$ cat src/rtl/lsu_pkg.sv
// Shared definitions for the data-memory load/store controller.
//   Size encodings for req_size, the controller state type and the
//   byte-lane geometry of a data-memory word.
package lsu_pkg;

  localparam logic [1:0] SZ_BYTE = 2'b00;
  localparam logic [1:0] SZ_HALF = 2'b01;
  localparam logic [1:0] SZ_WORD = 2'b10;
  localparam logic [1:0] SZ_RSVD = 2'b11;

  localparam int unsigned LANE_COUNT = 4;
  localparam int unsigned LANE_W     = 8;
  localparam int unsigned WORD_W     = LANE_COUNT * LANE_W;

  typedef enum logic [1:0] {
    StIdle,
    StRead,
    StWrite,
    StResp
  } state_e;

endpackage

$ cat src/rtl/lane_align.sv
// Purely combinational byte-lane logic for the load/store controller.
//   addr_i       low two address bits of the access
//   size_i       access size (lsu_pkg SZ_*)
//   unsigned_i   1 = zero-extend loads, 0 = sign-extend
//   wdata_i      store data, sub-word value in the low bits
//   mem_word_i   word currently read from data memory
//   aligned_o    access is legal for its size
//   load_data_o  addressed lane(s) extracted and extended
//   merge_word_o mem_word_i with the addressed lane(s) replaced by wdata_i
module lane_align
  import lsu_pkg::*;
(
  input  logic [1:0]        addr_i,
  input  logic [1:0]        size_i,
  input  logic              unsigned_i,
  input  logic [WORD_W-1:0] wdata_i,
  input  logic [WORD_W-1:0] mem_word_i,
  output logic              aligned_o,
  output logic [WORD_W-1:0] load_data_o,
  output logic [WORD_W-1:0] merge_word_o
);

  logic [7:0]  byte_lane;
  logic [15:0] half_lane;
  logic        sign_bit;

  // Little-endian: byte k sits at bits [8k+7:8k]; halfword picked by addr[1].
  assign byte_lane = mem_word_i[{addr_i, 3'b000} +: 8];
  assign half_lane = addr_i[1] ? mem_word_i[31:16] : mem_word_i[15:0];

  always_comb begin
    aligned_o    = 1'b0;
    load_data_o  = mem_word_i;
    merge_word_o = mem_word_i;
    sign_bit     = 1'b0;
    unique case (size_i)
      SZ_BYTE: begin
        aligned_o   = 1'b1;
        sign_bit    = ~unsigned_i & byte_lane[7];
        load_data_o = {{24{sign_bit}}, byte_lane};
        merge_word_o[{addr_i, 3'b000} +: 8] = wdata_i[7:0];
      end
      SZ_HALF: begin
        aligned_o   = ~addr_i[0];
        sign_bit    = ~unsigned_i & half_lane[15];
        load_data_o = {{16{sign_bit}}, half_lane};
        merge_word_o[{addr_i[1], 4'b0000} +: 16] = wdata_i[15:0];
      end
      SZ_WORD: begin
        aligned_o    = (addr_i == 2'b00);
        merge_word_o = wdata_i;
      end
      default: begin
        aligned_o = 1'b0;
      end
    endcase
  end

endmodule

$ cat src/rtl/dm_access_ctrl.sv
// Multi-cycle load/store controller in front of the word-only data memory.
// Byte/half/word loads and stores become word accesses; sub-word stores use
// read-modify-write. Misaligned or reserved-size requests are rejected
// without touching memory.
//   clock, reset     clock and asynchronous active-high reset
//   req*             CPU request (sampled only while idle)
//   busy             high whenever not idle
//   done             one-cycle completion pulse, qualified by misaligned
//   rdata            extended load result, held until the next good load
//   dm_*             word interface to the data memory (combinational read)
module dm_access_ctrl
  import lsu_pkg::*;
#(
  parameter int unsigned ADDR_W = 32,
  parameter int unsigned DATA_W = 32
) (
  input  logic              clock,
  input  logic              reset,
  input  logic              req,
  input  logic              req_write,
  input  logic [1:0]        req_size,
  input  logic              req_unsigned,
  input  logic [ADDR_W-1:0] req_addr,
  input  logic [DATA_W-1:0] req_wdata,
  output logic              busy,
  output logic              done,
  output logic              misaligned,
  output logic [DATA_W-1:0] rdata,
  output logic              dm_mem_write,
  output logic [ADDR_W-1:0] dm_address,
  output logic [DATA_W-1:0] dm_data_in,
  input  logic [DATA_W-1:0] dm_data_out
);

  state_e              state_q;
  logic                write_q;
  logic [1:0]          size_q;
  logic                unsigned_q;
  logic [ADDR_W-1:0]   addr_q;
  logic [DATA_W-1:0]   wdata_q;
  logic                err_q;
  logic [DATA_W-1:0]   merge_q;
  logic [DATA_W-1:0]   rdata_q;

  logic                idle;
  logic [1:0]          la_addr;
  logic [1:0]          la_size;
  logic                la_aligned;
  logic [DATA_W-1:0]   la_load_data;
  logic [DATA_W-1:0]   la_merge_word;

  assign idle = (state_q == StIdle);

  // While idle the lane logic judges the incoming request's alignment;
  // afterwards it works on the latched request.
  assign la_addr = idle ? req_addr[1:0] : addr_q[1:0];
  assign la_size = idle ? req_size      : size_q;

  lane_align u_lane_align (
    .addr_i       (la_addr),
    .size_i       (la_size),
    .unsigned_i   (unsigned_q),
    .wdata_i      (wdata_q),
    .mem_word_i   (dm_data_out),
    .aligned_o    (la_aligned),
    .load_data_o  (la_load_data),
    .merge_word_o (la_merge_word)
  );

  always_ff @(posedge clock or posedge reset) begin
    if (reset) begin
      state_q    <= StIdle;
      write_q    <= 1'b0;
      size_q     <= SZ_BYTE;
      unsigned_q <= 1'b0;
      addr_q     <= '0;
      wdata_q    <= '0;
      err_q      <= 1'b0;
      merge_q    <= '0;
      rdata_q    <= '0;
    end else begin
      case (state_q)
        StIdle: begin
          if (req) begin
            write_q    <= req_write;
            size_q     <= req_size;
            unsigned_q <= req_unsigned;
            addr_q     <= req_addr;
            wdata_q    <= req_wdata;
            err_q      <= ~la_aligned;
            if (!la_aligned) begin
              state_q <= StResp;
            end else if (req_write && (req_size == SZ_WORD)) begin
              merge_q <= req_wdata;
              state_q <= StWrite;
            end else begin
              state_q <= StRead;
            end
          end
        end
        StRead: begin
          if (write_q) begin
            merge_q <= la_merge_word;
            state_q <= StWrite;
          end else begin
            rdata_q <= la_load_data;
            state_q <= StResp;
          end
        end
        StWrite: state_q <= StResp;
        StResp:  state_q <= StIdle;
        default: state_q <= StIdle;
      endcase
    end
  end

  // All handshake and memory-strobe outputs decode the state register only,
  // so reset clears them immediately and dm_mem_write cannot glitch.
  assign busy         = ~idle;
  assign done         = (state_q == StResp);
  assign misaligned   = done & err_q;
  assign rdata        = rdata_q;
  assign dm_mem_write = (state_q == StWrite);
  assign dm_address   = {addr_q[ADDR_W-1:2], 2'b00};
  assign dm_data_in   = merge_q;

endmodule

$ cat config.mk
export PLATFORM = sky130hd
export DESIGN_NAME = dm_access_ctrl
export DESIGN_NICKNAME = d
export VERILOG_FILES = /design/src/rtl/lsu_pkg.sv /design/src/rtl/lane_align.sv /design/src/rtl/dm_access_ctrl.sv
export SDC_FILE = /design/constraint.sdc
export NUM_CORES = 1
export LEC_CHECK = 0
export CAP_MARGIN = 10
export CORE_ASPECT_RATIO = 2
export CORE_MARGIN = 5
export CORE_UTILIZATION = 54
export CTS_CLUSTER_DIAMETER = 60
export DETAILED_ROUTE_END_ITERATION = 8
export PLACE_DENSITY_LB_ADDON = 0.1
export SLEW_MARGIN = 20
export SYNTH_ARGS = -nofsm -noshare
export SYNTH_HDL_FRONTEND = slang
export SYNTH_HIERARCHICAL = 1
export SYNTH_SLANG_ARGS = --single-unit
export TNS_END_PERCENT = 1
$ cat constraint.sdc
create_clock -name clock -period 16.2 [get_ports clock]
set_input_delay 4.86 -clock clock [delete_from_list [all_inputs] [get_ports clock]]
set_output_delay 4.86 -clock clock [all_outputs]
set_load 0.01 [all_outputs]
Yosys cells after proc, flatten, opt, wreduce, memory -nomap -nowiden
Index checks and enable logic that the tools add are counted.
- reduce and logical (&&, ||, !) cells: 8
- bitwise logic cells: 8
- add/subtract/negate cells: 2
- equality and inequality tests: 10
- shifts and indexed selects: 5
- multiplexer cells: 18
- operator list (cell ; count):
    32-bit 2-to-1 mux ; 4
    32-bit one-hot mux with 2 select lines ; 2
    32-bit one-hot mux with 3 select lines ; 1
    32-bit bitwise mux ; 2
    16-bit by 7-bit variable shift with 32-bit output (first input constant) ; 1
    8-bit by 7-bit variable shift with 32-bit output (first input constant) ; 1
    16-bit by 7-bit variable part select with 32-bit output ; 1
    32-bit by 6-bit variable part select with 8-bit output ; 1
    8-bit by 7-bit variable part select with 32-bit output ; 1
    16-bit 2-to-1 mux ; 1
    5-bit negation with 7-bit output ; 2
    2-bit 2-to-1 mux ; 5
    2-bit equality test (second input constant) ; 4
    2-bit one-hot mux with 4 select lines ; 1
    2-bit zero test ; 3
    1-bit inverter ; 5
    5-bit AND reduction ; 1
    2-bit by 1-bit equality test with 1-bit output (second input constant) ; 2
    2-bit by 1-bit inequality test with 1-bit output (second input constant) ; 2
    2-bit inequality test (second input constant) ; 2
    2-bit AND reduction ; 2
    1-bit AND ; 3
    1-bit one-hot mux with 3 select lines ; 1
    2-bit nonzero test ; 1
    2 further kinds ; 2
- input bits: 103
- register bits: 135
- output and inout bits: 100

Depth between registers and ports, before layout
- depth after elaboration: 8
- gate-level depth with buffers: 14
- gate-level depth less buffers: 10

By module
The synthesis kept the hierarchy.
- modules (own cells, without submodules) (module ; cells an instance ; times used ; area an instance (um^2) ; sequential area each (um^2)):
    dm_access_ctrl ; 382 ; 1 ; 5830.6 ; 3378.2
    lane_align ; 349 ; 1 ; 2416.1 ; 0.0

Worst setup path before layout
No wires, ideal clock.
- path kind: input -> register
- from: in req_addr[1]
- to: reg merge_q[12], in the netlist dm_data_in[12]
- slack: 8664 ps
- arrival: 7411 ps
- stages on the path: 10
- buffers on the path: 2
- cell sequence: mux2_2 -> clkinv_1 -> clkbuf_1 -> ha_1 -> nand2b_1 -> a22oi_1 -> nand4b_1 -> a2111oi_4 -> buf_6 -> mux2_2
- elaborated cells between the ends (all ways): 16
- RTL lines (item ; RTL line ; source):
    start, declared ; dm_access_ctrl.sv:23 ; input logic [ADDR_W-1:0] req_addr,
    2-bit 2-to-1 mux ; dm_access_ctrl.sv:56 ; assign la_addr = idle ? req_addr[1:0] : addr_q[1:0];
    2-bit zero test ; lane_align.sv:50 ; aligned_o = (addr_i == 2'b00);
    1-bit one-hot mux with 3 select lines ; lane_align.sv:36 ; unique case (size_i)
    named net la_aligned ; dm_access_ctrl.sv:48 ; logic la_aligned;
    2-bit by 1-bit inequality test with 1-bit output (no line) ; - ;
    5-bit AND reduction (no line) ; - ;
    end signal, assigned ; dm_access_ctrl.sv:94 ; merge_q <= req_wdata;
    end signal, assigned ; dm_access_ctrl.sv:103 ; merge_q <= la_merge_word;
    end, declared ; dm_access_ctrl.sv:42 ; logic [DATA_W-1:0] merge_q;
The timed path passes the listed nets, and every way through them passes these cells. The select of a mux whose other input is x is not followed.
A chain may end at the register's enable or synchronous reset.

Final worst setup path
- from: in req_addr[1]
- to: reg merge_q[15], in the netlist dm_data_in[15]
- longest elaborated chain between the ends: 7
- elaborated cells between the ends (all ways): 16
- RTL lines (item ; RTL line ; source):
    2-bit 2-to-1 mux (*) ; dm_access_ctrl.sv:56 ;
    named net la_addr[1] ; dm_access_ctrl.sv:46 ; logic [1:0] la_addr;
    5-bit negation with 7-bit output, on equally long branches ; lane_align.sv:47, lane_align.sv:41 ;
    16-bit by 7-bit variable part select with 32-bit output (tied with other cells) ; lane_align.sv:47 ; merge_word_o[{addr_i[1], 4'b0000} +: 16] = wdata_i[15:0];
    32-bit bitwise mux, on equally long branches ; lane_align.sv:47, lane_align.sv:41 ;
    32-bit one-hot mux with 3 select lines (*) ; lane_align.sv:36 ;
    named net la_merge_word[15] ; dm_access_ctrl.sv:50 ; logic [DATA_W-1:0] la_merge_word;
    32-bit 2-to-1 mux (*) ; dm_access_ctrl.sv:102 ; if (write_q) begin
    32-bit one-hot mux with 2 select lines (*) ; dm_access_ctrl.sv:82 ; case (state_q)
Mark *: on every way through the listed nets, which the timed path passes. The rest lies on a longest branch. The select of a mux whose other input is x is not followed.

==> summary.md <==
| Metric | Value |
|---|---|
| Outcome | `finished clean` |
| Hold path depth | `1` |
| Final setup vio count | `0` |
| Full die area | `roughly 18,000 µm²` |
| DRC viols | `0` |
| First-pass GRT wire length | `approximately 37 mm` |
| Hpwl dp | `between 15 and 20 mm` |
| DR iter-0 viols | `between 500 and 600` |
| Critical-path cell list | `clkdlybuf4s50_1, mux2_2, clkinv_1, ha_1, nor4_4, buf_4, nand3_1, nand3_1, mux2_2, mux2_2` |
| Main combinational cell family by area after synthesis | `multiplexers` |
| Worst path slowest cell | `nor4_4` |
| Die Y | `~180 µm` |
| Final Hold Violating Endpoints | `0` |
| CTS Buf Count | `17` |
| Clk sinks | `~140` |
| Crit-path most repeated cell | `mux2_2` |
| Setup TNS | `0 ns` |
| Wire length per cell | `roughly 22 µm` |
| WP data required | `roughly 17 ns` |
| Final cycle utilization of the critical path | `52.0%` |
| Routability cong. | `~0.90` |
| Port Buffers | `200` |
| Compound-Gate Fraction of Synth Area | `7.37%` |
| Antenna violations before repair | `0` |
| Multiplexer share of the synthesized area | `between 20% and 30%` |
| Xor/xnor share of the synthesized area | `0%` |
| Via count | `approximately 6,600` |
| Final total power | `~2.4 mW` |
| Critical Path Source Type | `input pin` |
| NumNets Final | `a little under 1,000` |
| Tmin final | `between 8 and 9 ns` |
| Synthesized instance count | `~730` |
| CTS tree | `done` |
| Cell Area, Synth | `between 8000 and 9000 µm²` |
| Register Area | `3380 µm²` |
| Synth unique cells | `51` |
| Worst-case reg-to-reg path depth | `11` |
| Multi-input gate area | `about 4300 µm²` |
| Power Density | `~230 nW/µm²` |
| First drt pass iteration count | `6` |
| Grt total ovfl | `0` |
| Worst-margin pin slew | `between 1 and 1.5 ns` |
| Pin count of the biggest net entering global routing | `approximately 90` |
| Area delta synth->final | `27.8%` |
| Yosys warnings | `6` |
| Root Driver | `clkbuf_16` |
| Crit-path max FO | `32` |
| Vias per cell | `6.10` |
| Row cnt | `64` |
| Max Cap Viol | `0` |
| RSZ-0062 raised after global routing | `false` |
| Slew margin rel. | `29.1%` |
| Vias in the first global route | `6,758` |
| GRT Overall Usage | `26.6%` |
| H-Tree Depth | `4` |
| Die Width | `between 90 and 100 µm` |
| Fraction of layout cells with a size suffix above 1 | `about 28%` |
| Post_cts resized | `0` |
| Prevailing post-synth register cell | `dfrtp_1` |
| Max Root-Sink Buffers | `2` |
| Critical path arrival | `about 9 ns` |
| Worst Skew | `a little under 0.007 ns` |
| Post-Synth Simple-Gate Area | `roughly 14%` |
| Peak Freq | `between 100 and 150 MHz` |
| CORE AREA | `about 15,000 µm²` |
| CP Class | `input pin to register` |
| Hold_buf cts | `0` |
| Post-CTS setup buffers | `0` |
| Count of flip-flops with a built-in enable after synthesis | `0` |
| Synthesized-area fraction occupied by adder cells | `roughly 1.5%` |
| Peak VDD IR | `0.129 mV` |
| Routed Antenna Nets | `0` |
| Register area share after synthesis | `just over 40%` |
| Max-slew violation count | `0` |
| Post-Syn Area per Cell | `approximately 11 µm²` |
| Starting Density | `a little over half` |
| Total wire length | `~24 mm` |
| Crit path capture type | `register` |
| Clk_lat worst skew | `between 0.4 and 0.5 ns` |
| Slowest stage delay, CP | `just over 0.7 ns` |
| Ys async rst share | `100%` |
| Leakage | `about 4.3 nW` |
| IO Count | `just over 200` |
| Diodes inserted | `0` |
| Fillers | `1,133` |
| Yosys reg bits | `between 100 and 150` |
| CTS clk-pin slew, worst paths | `roughly 0.060 ns` |
| Worst hold path class | `register to register` |
==> final timing paths <==
check                              start              to  slack (ns)
max reg2reg                   state_q[1]  dm_data_in[15]       11.58
max                          req_addr[1]  dm_data_in[15]        7.78
min in group asynchronous          reset      addr_q[15]        4.96
min reg2reg                dm_data_in[0]   dm_data_in[0]        0.48
max in group asynchronous          reset         write_q        9.77
min                        dm_data_in[0]   dm_data_in[0]        0.48
==> stage by stage <==
stage | cells | setup slack, ns | hold WS (ns) | instance area (µm²) | util (%)
floorplan | 732 | 7.73 | 0.442 | 8250 | -
global placement | 1044 | 7.27 | 0.466 | 9970 | 65.8
global route | 1077 | 7.57 | 0.511 | 10500 | 69.6
finish | 1077 | 7.78 | 0.482 | 10500 | 69.6
detailed placement | 1045 | 7.42 | 0.469 | 9970 | 65.9
CTS | 1077 | 7.87 | 0.489 | 10500 | 69.6
==> per-layer routing <==
metal	part of all wire, %	global-route usage (%)	vias up
met5	0	0	-
met1	38	31.9	3261
met2	50	44.2	307
met4	4.6	13.8	0
met3	7.7	6.48	57
li1	-	-	2940
==> logic make-up (layout without fill, tap and decap cells) <==
kind of cell / after synthesis / count (layout)
muxes: 210 / 210
other: 1 / 2
adders and majority gates: 10 / 10
DFF: 135 / 135
AOI/OAI and AO/OA: 82 / 82
buffers and inverters: 99 / 246
and+or+nand+nor: 194 / 194
==> registers in the layout, summed over array words and instances, names as in the netlist <==
signal	flops
dm_data_in	32
err_q	1
rdata	32
size_q	2
write_q	1
wdata_q	32
unsigned_q	1
state_q	2
addr_q	32
==> synth_stat cells, types with 3 or more instances <==
library cell	count	area [µm²]
mux2_2	190	2140
dfrtp_1	135	3380
nand3_1	77	385
buf_4	38	285
nand2_1	37	139
a31oi_1	25	156
buf_2	24	120
a22oi_1	20	150
nor4b_1	16	140
o21ai_0	16	80.1
and3b_1	11	96.3
buf_1	10	37.5
clkbuf_1	10	37.5
ha_1	10	125
nor2_1	10	37.5
buf_6	9	101
mux2_1	9	101
nand4_1	9	56.3
a221o_1	8	80.1
a32oi_1	7	61.3
mux2i_1	7	70.1
nand3b_1	7	52.6
nor2b_1	7	43.8
inv_1	5	18.8
mux2_4	3	45.0
nor3_2	3	30.0
==> critical path: cells and delay by family <==
| kind | cells | cell delay, ns |
|---|---|---|
| buffers and inverters | 3 | 1.49 |
| and+or+nand+nor | 3 | 0.94 |
| muxes | 3 | 0.91 |
| adders and majority gates | 1 | 0.56 |
==> final cells by class <==
class,instances,share of cell area (%)
Tap cell,198,2.35
Timing Repair Buffer,208,19.6
Clock inverter,13,1.14
Clock buffer,19,4.20
Sequential cell,135,32.1
Inverter,6,0.238
Multi-Input combinational cell,498,40.4
==> placed cells by master, fill, tap and decap left out, drive strengths merged, types with 2 or more instances in the layout <==
cell	n
buf	8
dfrtp	135
nand3	78
conb	2
mux2i	7
clkinvlp	3
a221o	8
and2	2
nor2	11
inv	9
nor2b	9
nand2	37
clkinv	6
a32oi	7
nand4	9
and3	2
clkbuf	19
o211ai	2
ha	10
and3b	11
nor3	4
clkdlybuf4s50	200
nor4b	16
o21ai	16
a31oi	25
nand3b	8
a22oi	20
mux2	202
==> power breakdown <==
part | internal [mW] | total (mW) | switching (mW)
combinational | 0.724 | 1.38 | 0.660
sequential | 0.515 | 0.649 | 0.134
clock | 0.217 | 0.369 | 0.153
total | 1.46 | 2.40 | 0.947
(Power assumes the default switching activity.)
